--- src/rtl/radix2_div_axis_pkg.sv ---
// radix2_div_axis_pkg: shared FSM states, counter sizing and result field order for the radix-2 divider
package radix2_div_axis_pkg;
  typedef enum logic [1:0] {IDLE, BUSY, DONE} state_t;
  localparam int W_DEF = 32;
  localparam int CNT_W = $clog2(W_DEF) + 1;
  // result halves: quotient in the upper W bits, remainder in the lower W bits
  localparam int QUO_FIELD = 1;
  localparam int REM_FIELD = 0;
  function automatic int cnt_w(int w);
    return $clog2(w) + 1;
  endfunction
endpackage

--- src/rtl/radix2_div_axis_if.sv ---
// radix2_div_axis_if: split-operand divide handshake; dividend/divisor valid-ready-data channels in, one-cycle quotient/remainder pulse out
interface radix2_div_axis_if #(parameter int W = 32);
  logic s_axis_dividend_tvalid;
  logic s_axis_dividend_tready;
  logic [W-1:0] s_axis_dividend_tdata;
  logic s_axis_divisor_tvalid;
  logic s_axis_divisor_tready;
  logic [W-1:0] s_axis_divisor_tdata;
  logic m_axis_dout_tvalid;
  logic [2*W-1:0] m_axis_dout_tdata;
  modport slave (
    input s_axis_dividend_tvalid, s_axis_dividend_tdata, s_axis_divisor_tvalid, s_axis_divisor_tdata,
    output s_axis_dividend_tready, s_axis_divisor_tready, m_axis_dout_tvalid, m_axis_dout_tdata
  );
  modport master (
    output s_axis_dividend_tvalid, s_axis_dividend_tdata, s_axis_divisor_tvalid, s_axis_divisor_tdata,
    input s_axis_dividend_tready, s_axis_divisor_tready, m_axis_dout_tvalid, m_axis_dout_tdata
  );
endinterface

--- src/rtl/radix2_div_axis_step.sv ---
// div_restoring_step: one restoring radix-2 iteration; rem/quo/dvs in, rem_nx/quo_nx out
module div_restoring_step import radix2_div_axis_pkg::*; #(
  parameter int W = 32
) (
  input  logic [W-1:0] rem,
  input  logic [W-1:0] quo,
  input  logic [W-1:0] dvs,
  output logic [W-1:0] rem_nx,
  output logic [W-1:0] quo_nx
);
  logic [W-1:0] r_sh, q_sh;
  logic [W:0] t;
  always_comb begin
    {r_sh, q_sh} = {rem, quo} << 1;
    t = {1'b0, r_sh} - {1'b0, dvs};
    rem_nx = t[W] ? r_sh : t[W-1:0];
    quo_nx = t[W] ? q_sh : {q_sh[W-1:1], 1'b1};
  end
endmodule

--- src/rtl/radix2_div_axis.sv ---
// radix2_div_axis: multi-cycle restoring divider; clk, reset (sync, active-high), io = split operand channels in, {quotient, remainder} pulse out
module radix2_div_axis import radix2_div_axis_pkg::*; #(
  parameter int W = 32,
  parameter bit SIGNED = 1
) (
  input logic clk,
  input logic reset,
  radix2_div_axis_if.slave io
);
  localparam int CW = cnt_w(W);
  state_t state, state_nx;
  logic have_dd, have_dv, dd_fire, dv_fire, load, last, sd, sv, sign_q, sign_r;
  logic [W-1:0] dd, dv, dd_op, dv_op, rem, quo, dvs, rem_nx, quo_nx;
  logic [CW-1:0] cnt;
  logic [2*W-1:0] dout;
  div_restoring_step #(.W(W)) u_step (.rem(rem), .quo(quo), .dvs(dvs), .rem_nx(rem_nx), .quo_nx(quo_nx));
  always_ff @(posedge clk) state <= reset ? IDLE : state_nx;
  always_comb
    state_nx = (state == IDLE) ? (load ? BUSY : IDLE) : (state == BUSY) ? (last ? DONE : BUSY) : IDLE;
  always_comb begin
    io.s_axis_dividend_tready = (state == IDLE) && !have_dd;
    io.s_axis_divisor_tready = (state == IDLE) && !have_dv;
    io.m_axis_dout_tvalid = state == DONE;
    io.m_axis_dout_tdata = dout;
    dd_fire = io.s_axis_dividend_tvalid && io.s_axis_dividend_tready;
    dv_fire = io.s_axis_divisor_tvalid && io.s_axis_divisor_tready;
    load = (state == IDLE) && (have_dd || dd_fire) && (have_dv || dv_fire);
    last = (state == BUSY) && (cnt == CW'(W - 1));
  end
  // an operand arriving on the load edge is used straight from the bus
  assign dd_op = have_dd ? dd : io.s_axis_dividend_tdata;
  assign dv_op = have_dv ? dv : io.s_axis_divisor_tdata;
  assign sd = SIGNED && dd_op[W-1];
  assign sv = SIGNED && dv_op[W-1];
  always_ff @(posedge clk) begin
    if (reset) begin
      have_dd <= 1'b0;
      have_dv <= 1'b0;
      cnt <= '0;
      dout <= '0;
    end else begin
      if (load) begin
        have_dd <= 1'b0;
        have_dv <= 1'b0;
        rem <= '0;
        quo <= sd ? -dd_op : dd_op;
        dvs <= sv ? -dv_op : dv_op;
        cnt <= '0;
        sign_q <= sd ^ sv;
        sign_r <= sd;
      end else begin
        if (dd_fire) begin
          dd <= io.s_axis_dividend_tdata;
          have_dd <= 1'b1;
        end
        if (dv_fire) begin
          dv <= io.s_axis_divisor_tdata;
          have_dv <= 1'b1;
        end
      end
      if (state == BUSY) begin
        rem <= rem_nx;
        quo <= quo_nx;
        cnt <= cnt + 1'b1;
      end
      if (last) begin
        dout[QUO_FIELD*W +: W] <= sign_q ? -quo_nx : quo_nx;
        dout[REM_FIELD*W +: W] <= sign_r ? -rem_nx : rem_nx;
      end
    end
  end
endmodule

--- src/flat_wrapper.sv ---
// flat-port wrapper written by rule: the top's interface ports become plain ports
module radix2_div_axis_flat import radix2_div_axis_pkg::*;
#(
  parameter int W = 32,
  parameter bit SIGNED = 1
)
  (clk, reset, io_s_axis_dividend_tvalid, io_s_axis_dividend_tdata, io_s_axis_divisor_tvalid, io_s_axis_divisor_tdata, io_s_axis_dividend_tready, io_s_axis_divisor_tready, io_m_axis_dout_tvalid, io_m_axis_dout_tdata);
  radix2_div_axis_if #(.W(W)) io_i ();
  input logic clk;
  input logic reset;
  input wire logic [$bits(io_i.s_axis_dividend_tvalid)-1:0] io_s_axis_dividend_tvalid;
  input wire logic [$bits(io_i.s_axis_dividend_tdata)-1:0] io_s_axis_dividend_tdata;
  input wire logic [$bits(io_i.s_axis_divisor_tvalid)-1:0] io_s_axis_divisor_tvalid;
  input wire logic [$bits(io_i.s_axis_divisor_tdata)-1:0] io_s_axis_divisor_tdata;
  output wire logic [$bits(io_i.s_axis_dividend_tready)-1:0] io_s_axis_dividend_tready;
  output wire logic [$bits(io_i.s_axis_divisor_tready)-1:0] io_s_axis_divisor_tready;
  output wire logic [$bits(io_i.m_axis_dout_tvalid)-1:0] io_m_axis_dout_tvalid;
  output wire logic [$bits(io_i.m_axis_dout_tdata)-1:0] io_m_axis_dout_tdata;
  assign io_i.s_axis_dividend_tvalid = io_s_axis_dividend_tvalid;
  assign io_i.s_axis_dividend_tdata = io_s_axis_dividend_tdata;
  assign io_i.s_axis_divisor_tvalid = io_s_axis_divisor_tvalid;
  assign io_i.s_axis_divisor_tdata = io_s_axis_divisor_tdata;
  assign io_s_axis_dividend_tready = io_i.s_axis_dividend_tready;
  assign io_s_axis_divisor_tready = io_i.s_axis_divisor_tready;
  assign io_m_axis_dout_tvalid = io_i.m_axis_dout_tvalid;
  assign io_m_axis_dout_tdata = io_i.m_axis_dout_tdata;
  radix2_div_axis #(.W(W), .SIGNED(SIGNED)) u_core (.clk(clk), .reset(reset), .io(io_i));
endmodule
--- config.mk ---
export PLATFORM = sky130hd
export DESIGN_NAME = radix2_div_axis_flat
export DESIGN_NICKNAME = d
export VERILOG_FILES = /design/src/rtl/radix2_div_axis_pkg.sv /design/src/rtl/radix2_div_axis_if.sv /design/src/rtl/radix2_div_axis_step.sv /design/src/rtl/radix2_div_axis.sv /design/src/flat_wrapper.sv
export SDC_FILE = /design/constraint.sdc
export NUM_CORES = 1
export LEC_CHECK = 0
export BUFFER_PORTS_ARGS = -buffer_cell sky130_fd_sc_hd__buf_4
export CORE_MARGIN = 2
export CORE_UTILIZATION = 53
export CTS_BUF_LIST = sky130_fd_sc_hd__clkbuf_8
export DETAILED_ROUTE_END_ITERATION = 8
export PLACE_DENSITY = 0.87
export SYNTH_ARGS = -nofsm -noshare
export SYNTH_HDL_FRONTEND = slang
export SYNTH_SLANG_ARGS = --single-unit
export TNS_END_PERCENT = 1
--- constraint.sdc ---
create_clock -name clk -period 5.5 [get_ports clk]
set_input_delay 1.65 -clock clk [delete_from_list [all_inputs] [get_ports clk]]
set_output_delay 1.65 -clock clk [all_outputs]
set_load 0.03 [all_outputs]
==> reports/qor.tcl <==
set qor(outcome) {finished clean}
set qor(synth.lib_cells_used.distinct) 81
set qor(dp.final_hpwl_um) 26500
set qor(timing.critical_path.slowest_stage_cell) {sky130_fd_sc_hd__edfxtp_1}
set qor(timing.critical_path.from_type) {register}
set qor(nFillCells) 2196
set qor(globalRoute.totalOverflow) 0
set qor(height_of_the_die_um) 168
set qor(multi_input_comb_area_sq_um) 7480
set qor(drive_above_1_share) 0.142
set qor(synth-edff-count) 161
set qor(fin_crit_sh) 0.897
set qor(floorplan.io_pins) 135
set qor(path_max_fanout) 17
set qor(die_area_sq_um) 28300
set qor(achievable-frequency_mhz) 203
set qor(detailedRoute.firstIterationViolations) 1192
set qor(std_cell_rows) 60
set qor(setup.worst_path.class) {register to register}
set qor(synth-async-reset-ratio) 0
set qor(yosys.area.top_type) {sky130_fd_sc_hd__edfxtp_1}
set qor(area_growth_syn_to_layout_pct) 14.2
set qor(gp_congestion) 0.970
set qor(predominant_post_synthesis_flop_cell) {sky130_fd_sc_hd__edfxtp_1}
set qor(leakagePower_nw) 6.12
set qor(worst_clock_skew_ns) 0.0378
set qor(pin_count_of_the_biggest_net_entering_global_routing) 73
set qor(critical-path-max-stage-delay_ns) 0.49
set qor(worstPathArrival_ns) 5.38
set qor(fin_worst_hold_slack_ns) 0.455
set qor(path_clk_slew_ns) 0.06
set qor(grt_pass1_vias) 11000
set qor(number_of_nets_still_failing_antenna_checks_after_routing) 0
set qor(sequential_cell_area_sq_um) 6320
set qor(final-max-slew-violation-count) 0
set qor(yosysWarningCount) 0
set qor(clock_tree_from_tritoncts) {yes}
set qor(synth.net_count) 1644
set qor(critPathLaunch) {u_core.rem[6]}
set qor(shortest_clock_period_the_worst_path_allows_after_layout_ns) 4.93
set qor(max_cap_violations) 0
set qor(cp_cell_sequence) {ha_1 > a21oi_1 > nand2_1 > o21ai_2 > o41ai_4 > buf_4 > a21o_2 > buf_4 > o21ai_0 > ha_1 > nand3_1 > a211oi_1 > a41oi_1 > nor2_2 > o2111ai_1 > or3_4 > o31ai_2 > xnor2_1 > a22o_1}
set qor(fp.coreArea_sq_um) 26700
set qor(synth_top_area_frac) 0.338
set qor(vdd_ir_drop_max_uv) 269
set qor(crit_path_end_kind) {register}
set qor(synth_area_per_cell_sq_um) 9.30
set qor(postLayoutCellArea_sq_um) 16300
set qor(fin_nets) 1752
set qor(wl_per_cell_um) 17.7
set qor(first_drt_pass_iteration_count) 6
set qor(diodes) 0
set qor(power.density_nw_per_um2) 301
set qor(cts-resized-gates) 0
set qor(initial_core_utilization) 0.535
set qor(ctsHtreeMaxLevel) 2
set qor(post-cts-setup-buffer-count) 0
set qor(ys_ff_latch) 235
set qor(synth_cells) 1538
set qor(number_of_buffers_created_by_cts) 41
set qor(worst_slew_pin_slew_ns) 1.09
set qor(io_buffer_count) 134
set qor(rr_startpoint) {u_core.rem[6]}
set qor(first_pass_grt_wire_length_um) 57300
set qor(cp_data_required_time_ns) 5.94
set qor(yosysSeqAreaShare) 0.442
set qor(drt_drc_violations_left) 0
set qor(detail_route.vias_per_cell) 5.97
set qor(synthesis.area_sq_um) 14300
set qor(wire_length_reported_by_the_detailed_router_um) 35800
set qor(timing.max_slew.rel_slack) 0.271
set qor(vias_post_dr) 12100
set qor(synth.top_cells.by_area) {sky130_fd_sc_hd__edfxtp_1 (34%), sky130_fd_sc_hd__dfxtp_1 (10%), sky130_fd_sc_hd__mux2i_1 (4.4%)}
set qor(clock_tree.root_cell) {sky130_fd_sc_hd__clkbuf_8}
set qor(final.setup.tns_ns) 0
set qor(floorplan.die.width_um) 168
set qor(grt_usage) 0.248
set qor(cts_num_sinks) 235
set qor(critical_path.top_delay_family) {compound AO/OA/AOI/OAI gates}
set qor(cts_hold_buf) 0
set qor(min_from) {u_core.io.m_axis_dout_tdata[37]}
set qor(clk_path_buf_depth) 3
set qor(placement_stage_cell_area_sq_um) 15500
set qor(report.final.setup_viol) 0
set qor(rsz0062_at_grt) {false}
set qor(finalHoldViolations) 0
set qor(worst_skew_pair.late_latency_ns) 0.56
set qor(timing.hold.worst.class) {register to register}
set qor(critical_path_buf_inv_count) 2
set qor(antenna_found_initial) 0
-- cell families after synthesis --
group                    synth area share
AND/OR/NAND/NOR                     0.172
adder cells (fa/ha/maj)            0.0338
XOR/XNOR                           0.0827
flip-flops                          0.442
multiplexers                       0.0457
AO/OA/AOI/OAI                       0.187
buffers and inverters              0.0372
-- per-layer routing --
layer | GRT usage | vias up | wire length [um]
li1 | - | 5842 | -
met1 | 0.367 | 5599 | 16500
met2 | 0.370 | 560 | 15300
met3 | 0.0534 | 59 | 3320
met4 | 0.0622 | 0 | 683
met5 | 0 | - | 0
-- synth_stat cells, drive strengths merged (3+ instances only) --
| cell | number |
|---|---|
| nand3 | 27 |
| or2 | 8 |
| o211ai | 7 |
| or4 | 6 |
| nand2 | 157 |
| xnor2 | 68 |
| nor3 | 35 |
| a21o | 17 |
| a21oi | 98 |
| inv | 46 |
| o31a | 6 |
| and2 | 15 |
| mux2i | 63 |
| nor4 | 6 |
| nor2 | 157 |
| buf | 32 |
| a2111oi | 3 |
| a22o | 6 |
| nand4b | 3 |
| nor2b | 10 |
| a31oi | 12 |
| o31ai | 21 |
| a211oi | 45 |
| o32ai | 11 |
| or3 | 21 |
| nor3b | 11 |
| o21ai | 127 |
| edfxtp | 161 |
| o41ai | 9 |
| clkbuf | 56 |
| dfxtp | 74 |
| o21a | 6 |
| and3 | 27 |
| nand4 | 9 |
| o21bai | 7 |
| nand2b | 26 |
| a211o | 4 |
| o32a | 5 |
| a41oi | 4 |
| ha | 37 |
| xor2 | 67 |
| a311oi | 3 |
-- cells in the final DEF (no fill, tap or decap), types with 5 or more instances in the layout --
| cell | instances |
|---|---|
| sky130_fd_sc_hd__a211oi_1 | 44 |
| sky130_fd_sc_hd__a21o_1 | 16 |
| sky130_fd_sc_hd__a21oi_1 | 98 |
| sky130_fd_sc_hd__a22o_1 | 6 |
| sky130_fd_sc_hd__a31oi_1 | 12 |
| sky130_fd_sc_hd__and2_1 | 14 |
| sky130_fd_sc_hd__and3_1 | 26 |
| sky130_fd_sc_hd__buf_4 | 153 |
| sky130_fd_sc_hd__clkbuf_8 | 44 |
| sky130_fd_sc_hd__clkinv_1 | 8 |
| sky130_fd_sc_hd__clkinv_2 | 5 |
| sky130_fd_sc_hd__dfxtp_1 | 72 |
| sky130_fd_sc_hd__edfxtp_1 | 161 |
| sky130_fd_sc_hd__ha_1 | 37 |
| sky130_fd_sc_hd__inv_1 | 58 |
| sky130_fd_sc_hd__mux2i_1 | 63 |
| sky130_fd_sc_hd__nand2_1 | 157 |
| sky130_fd_sc_hd__nand2b_1 | 26 |
| sky130_fd_sc_hd__nand3_1 | 27 |
| sky130_fd_sc_hd__nand4_1 | 9 |
| sky130_fd_sc_hd__nor2_1 | 154 |
| sky130_fd_sc_hd__nor2b_1 | 9 |
| sky130_fd_sc_hd__nor3_1 | 35 |
| sky130_fd_sc_hd__nor3b_1 | 11 |
| sky130_fd_sc_hd__nor4_1 | 6 |
| sky130_fd_sc_hd__o211ai_1 | 7 |
| sky130_fd_sc_hd__o21a_1 | 6 |
| sky130_fd_sc_hd__o21ai_0 | 118 |
| sky130_fd_sc_hd__o21ai_1 | 8 |
| sky130_fd_sc_hd__o21bai_1 | 7 |
| sky130_fd_sc_hd__o31a_1 | 5 |
| sky130_fd_sc_hd__o31ai_1 | 19 |
| sky130_fd_sc_hd__o32a_1 | 5 |
| sky130_fd_sc_hd__o32ai_1 | 11 |
| sky130_fd_sc_hd__o41ai_1 | 7 |
| sky130_fd_sc_hd__or2_2 | 6 |
| sky130_fd_sc_hd__or3_1 | 20 |
| sky130_fd_sc_hd__or4_1 | 6 |
| sky130_fd_sc_hd__xnor2_1 | 68 |
| sky130_fd_sc_hd__xor2_1 | 67 |
-- power breakdown --
part           switching [mW]  internal (mW)  total (mW)
Sequential             0.0905           2.03        2.12
Clock                   0.724          0.838        1.56
Combinational           0.761          0.466        1.23
-- final timing paths --
| path | endpoint | cells after the start | slack, ns |
|---|---|---|---|
| max | u_core.io.m_axis_dout_tdata[30] | 19 | 0.57 |
| min | u_core.io.m_axis_dout_tdata[37] | 2 | 0.45 |
| min reg2reg | u_core.io.m_axis_dout_tdata[37] | 2 | 0.45 |
| max reg2reg | u_core.io.m_axis_dout_tdata[30] | 19 | 0.57 |
-- through the flow --
step	std cells	setup WS, ns	power, mW	utilization
final	2019	0.567	4.91	0.611
after global routing	2019	0.122	5.14	0.611
after CTS	2019	0.614	4.91	0.611
after detailed placement	1944	0.618	3.35	0.582
after global placement	1944	0.829	3.32	0.582
after floorplan	1538	0.141	3.03	-
-- tightest hold or removal path: stages (launching register included) --
cell	delay, ns
sky130_fd_sc_hd__dfxtp_1	0.31
sky130_fd_sc_hd__nand2_1	0.05
sky130_fd_sc_hd__a21oi_1	0.05
-- flip-flops by register name, indices dropped and copies added, names as in the netlist --
signal / cells
u_core.state: 2
u_core.quo: 32
u_core.io.m_axis_dout_tdata: 64
u_core.dvs: 32
u_core.dd: 32
u_core.rem: 31
u_core.have_dv: 1
u_core.cnt: 6
u_core.have_dd: 1
u_core.sign_r: 1
u_core.dv: 32
u_core.sign_q: 1
-- cell type report --
type / instances / share of cell area
multi-input combinational: 1169 / 0.458
sequential: 235 / 0.387
timing repair buffer: 153 / 0.0703
clock buffer: 44 / 0.0371
tap: 341 / 0.0261
clock inverter: 31 / 0.0116
inverter: 46 / 0.0106
No activity file was read; power rests on OpenSTA's default activity.
